<file path="config.mk">
export PLATFORM = sky130hd
export DESIGN_NAME = flag_branch_unit
export DESIGN_NICKNAME = d
export VERILOG_FILES = /design/src/rtl/flag_branch_unit.sv
export SDC_FILE = /design/constraint.sdc
export NUM_CORES = 1
export LEC_CHECK = 0
export CAP_MARGIN = 40
export CORE_MARGIN = 2
export CORE_UTILIZATION = 49
export CTS_BUF_LIST = sky130_fd_sc_hd__clkbuf_2 sky130_fd_sc_hd__clkbuf_4 sky130_fd_sc_hd__clkbuf_8
export DETAILED_ROUTE_END_ITERATION = 6
export GPL_TIMING_DRIVEN = 0
export PLACE_DENSITY_LB_ADDON = 0.25
export SLEW_MARGIN = 15
export SYNTH_ARGS = -nofsm -noshare
export SYNTH_HDL_FRONTEND = slang
export SYNTH_SLANG_ARGS = --single-unit
</file>
<file path="constraint.sdc">
create_clock -name clk -period 4.52 [get_ports clk]
set_input_delay 1.356 -clock clk [delete_from_list [all_inputs] [get_ports clk]]
set_output_delay 1.356 -clock clk [all_outputs]
set_load 0.005 [all_outputs]
</file>
<file path="src/rtl/flag_branch_unit.sv">
// NZCV flag register plus branch resolver for B.cond, CBZ and B.
// The branch result comes out registered, one cycle after the request is accepted.
module flag_branch_unit #(
  parameter int unsigned COND_W      = 4,
  parameter logic [3:0]  RESET_FLAGS = 4'b0000
) (
  input  logic              clk,
  input  logic              reset,
  input  logic              alu_negative,
  input  logic              alu_zero,
  input  logic              alu_overflow,
  input  logic              alu_carry_out,
  input  logic              set_flags,
  input  logic              stall,
  input  logic              br_valid,
  input  logic [1:0]        br_type,
  input  logic [COND_W-1:0] br_cond,
  output logic [3:0]        flags_q,
  output logic              br_done,
  output logic              br_taken,
  output logic              br_err
);

  localparam logic [1:0] BR_BCOND = 2'b00;
  localparam logic [1:0] BR_CBZ   = 2'b01;
  localparam logic [1:0] BR_B     = 2'b10;

  typedef enum logic {S_IDLE, S_RESOLVE} state_e;

  state_e     state_q;
  logic       br_taken_q;
  logic       br_err_q;
  logic [3:0] alu_flags_c;
  logic [3:0] eff_flags_c;
  logic [3:0] cond_c;
  logic       n_c, z_c, c_c, v_c;
  logic       taken_c;
  logic       err_c;

  assign alu_flags_c = {alu_negative, alu_zero, alu_carry_out, alu_overflow};
  assign cond_c      = 4'(br_cond);

  // A flag-setting op fused with a branch is evaluated on the fresh ALU flags.
  assign eff_flags_c = (set_flags && br_valid) ? alu_flags_c : flags_q;
  assign {n_c, z_c, c_c, v_c} = eff_flags_c;

  // Branch decision for the request presented this cycle.
  always_comb begin
    taken_c = 1'b0;
    err_c   = 1'b0;
    case (br_type)
      BR_BCOND: begin
        case (cond_c)
          4'b0000: taken_c = z_c;
          4'b0001: taken_c = !z_c;
          4'b0010: taken_c = c_c;
          4'b0011: taken_c = !c_c;
          4'b0100: taken_c = n_c;
          4'b0101: taken_c = !n_c;
          4'b0110: taken_c = v_c;
          4'b0111: taken_c = !v_c;
          4'b1000: taken_c = c_c && !z_c;
          4'b1001: taken_c = !c_c || z_c;
          4'b1010: taken_c = (n_c == v_c);
          4'b1011: taken_c = (n_c != v_c);
          4'b1100: taken_c = !z_c && (n_c == v_c);
          4'b1101: taken_c = z_c || (n_c != v_c);
          4'b1110: taken_c = 1'b1;
          default: err_c   = 1'b1;
        endcase
      end
      BR_CBZ:  taken_c = alu_zero;
      BR_B:    taken_c = 1'b1;
      default: err_c   = 1'b1;
    endcase
  end

  // Flag register and output sequencer; stall freezes everything.
  always_ff @(posedge clk) begin
    if (reset) begin
      flags_q    <= RESET_FLAGS;
      state_q    <= S_IDLE;
      br_taken_q <= 1'b0;
      br_err_q   <= 1'b0;
    end else if (!stall) begin
      if (set_flags) begin
        flags_q <= alu_flags_c;
      end
      if (br_valid) begin
        state_q    <= S_RESOLVE;
        br_taken_q <= taken_c;
        br_err_q   <= err_c;
      end else begin
        state_q    <= S_IDLE;
        br_taken_q <= 1'b0;
        br_err_q   <= 1'b0;
      end
    end
  end

  assign br_done  = (state_q == S_RESOLVE);
  assign br_taken = br_taken_q;
  assign br_err   = br_err_q;

endmodule

</file>
==> results.cfg <==
[critical_path]
cpLargestDelayFamily = compound AO/OA/AOI/OAI gates
crit_chain = clkdlybuf4s50_1 -> or3_1 -> o41a_1 -> a311o_1 -> a41oi_2
r2r_slack_ps = 2730
cp-end-kind = flip-flop
cp-startpoint = br_cond[1]
crit_path_max_incr_delay_ps = 530
cp_num_buf_inv = 1
cp-start-kind = input pin
cp.required_ps = 4710
rr_worst_depth = 5
critPathArrivalTime_ps = 3300
r2r_start = flags_q[1]
cp.depth = 5
cpMaxStageDelayCell = clkdlybuf4s50_1
critPathKind = input pin to flip-flop
worstSetupEndpoint = br_taken
crit_fanout = 8
r2r_end = br_taken

[final_layout]
design_area_um2 = 878.3
ff_latch_area_um2 = 140.1
n_antenna_cell = 0
multiInputGateArea_um2 = 471.7
nets = 123
area_delta_synth_final_pct = 36.84
n_fill_cell = 110
drive_above_1_share = 0.07767

[grt]
grt-ovfl-total = 0
track_usage = 0.2463
grt_pass1_vias = 611
antenna_found_initial = 0
grt_pass1_wl_um = 2532
grt_max_degree = 11

[routing]
first_pass_iters = 4
avgRoutedWirePerCell_um = 15.08
wl_um = 1780
route.vias.total = 743
viasPerCell = 6.297
drt_iter0_drc = 47
drc = 0
postRouteAntennaNets = 0

[synthesis]
syn_area_um2 = 641.9
synthTopCellsByCount = nor2_1 (10), dfxtp_1 (7), mux2i_1 (5), nor3_1 (5)
synth_ff_type = dfxtp_1
syn_inst = 80
seq_area_frac_synth = 0.2183
yosysMostFrequentCell = nor2_1
ys_ff_latch = 7
yosysUniqueCellTypes = 32
yosys-top-cells-area = dfxtp_1 (22%), ha_1 (7.8%), mux2i_1 (7.8%), nor2_1 (5.8%), a21boi_0 (4.7%)
yosysTopAreaCellShare = 0.2183
syn_area_per_cell_um2 = 8.023
synth_top_area_cell = dfxtp_1
ys_async_sr_fraction = 0
synth_edf_count = 0
yosys_warnings = 0
synth_fp_nets = 99

[timing]
fin_crit_ps = 3117
fin_crit_sh = 0.6897
relSlewSlack = 0.7296
setup_violations = 0
fmax_mhz = 320.8
skew_ps = 3.364
setup_tns_ps = 0
finalMaxSlewViolations = 0
rsz0062_at_grt = no
hold_viol_final = 0
worst_pin_slew_ps = 401.9
setup_ws_ps = 1403

[clock_tree]
cts_buffer_depth = 2
clk_latency_ps = 260
post_cts_buffers = 0
cts_resized = 0
cts.htree.levels = 1
cts.sinks = 7
cts_tree = yes
clkTransAtPathRegs_ps = 60
hold_buffers = 0
clockRootBuffer = clkbuf_4
numCtsBuffers = 3

[floorplanning]
fp.dieH_um = 40.19
die_x_um = 40.19
core_um2 = 1269
num_rows = 13
num_io_pins = 22
start_util = 0.5059
dieArea_um2 = 1615

[placement]
gp_congestion = 0.8523
pre_cts_ws_ps = 1146
dp_hpwl_um = 1377
placed_area_um2 = 850.8
portBuffers = 19

[outcome]
status = completed

[power_and_ir_drop]
leakage_uw = 0.0003471
vdd_ir_drop_max_v = 0.0001739
total_power_uw = 186.9
power_density_nw_per_um2 = 212.7

[flow_run]
drv_cap = 0

[hold_path]
min_path_type = flip-flop to flip-flop
## registers in the layout (all words and copies together), names as in the netlist
register  cells
br_taken      1
br_done       1
flags_q       4
br_err        1
## cells in the final DEF, fill, tap and decap left out, drive strengths merged, types with 3 or more instances in the layout
cell type	count
nand2	3
and3	3
mux2i	5
ha	4
nor2	10
inv	3
dfxtp	7
a21boi	4
nor3	5
o21ai	4
clkbuf	5
clkdlybuf4s50	19
## per-layer routing
layer  global-route usage  share of wire  vias up
met3              0.08889          0.084       18
li1                     -              -      345
met1               0.2359           0.37      331
met2               0.4315           0.49       49
met5                    0              0        -
met4               0.1750          0.053        0
## per-stage QoR
step | hold WS, ps | cells | utilization
3_3_place_gp | 480.7 | 114 | 0.6706
2_1_floorplan | 488.4 | 80 | -
6_report | 517.3 | 118 | 0.6923
4_1_cts | 525.0 | 118 | 0.6923
3_5_place_dp | 502.4 | 114 | 0.6706
5_1_grt | 561.8 | 118 | 0.6923
## kinds of logic after synthesis
group | count (synthesis) | share of synthesized area
flops | 7 | 0.2183
simple gates | 33 | 0.2651
mux | 7 | 0.1131
buf+inv | 6 | 0.04679
compound gates | 21 | 0.2515
xor+xnor | 2 | 0.02730
fa+ha+maj | 4 | 0.07798
## layout make-up
| type | count | share of cell area |
|---|---|---|
| flip-flops and latches | 7 | 0.1595 |
| inverters | 3 | 0.01282 |
| repair buffers | 19 | 0.2165 |
| plain buffers | 3 | 0.02137 |
| clock inverters | 1 | 0.005698 |
| well taps | 15 | 0.02137 |
| clock buffers | 3 | 0.02564 |
| multi-input cells | 67 | 0.5370 |
## power by group
part           total [uW]  internal [uW]  switching [uW]  leakage (uW)
combinational        59.1           31.1            28.0      0.000272
clock                60.6           32.6            28.0     0.0000177
sequential           67.2           64.7            2.53     0.0000573
total                 187            128            58.5      0.000347
## tightest hold or removal path, stage by stage (launching register included)
cell and delay (ps):
dfxtp_1 330, mux2i_1 70, nor2_1 80
## how the worst min path moves through the flow
stage | endpoint | cells after the start | start | slack [ps]
2_1_floorplan | br_done | 2 | br_done | 490
3_3_place_gp | br_done | 2 | br_done | 480
3_5_place_dp | br_done | 2 | br_done | 500
4_1_cts | br_done | 2 | br_done | 520
5_1_grt | br_done | 2 | br_done | 560
6_report | br_done | 2 | br_done | 520
Note: power is estimated with default switching activity, not from simulation.
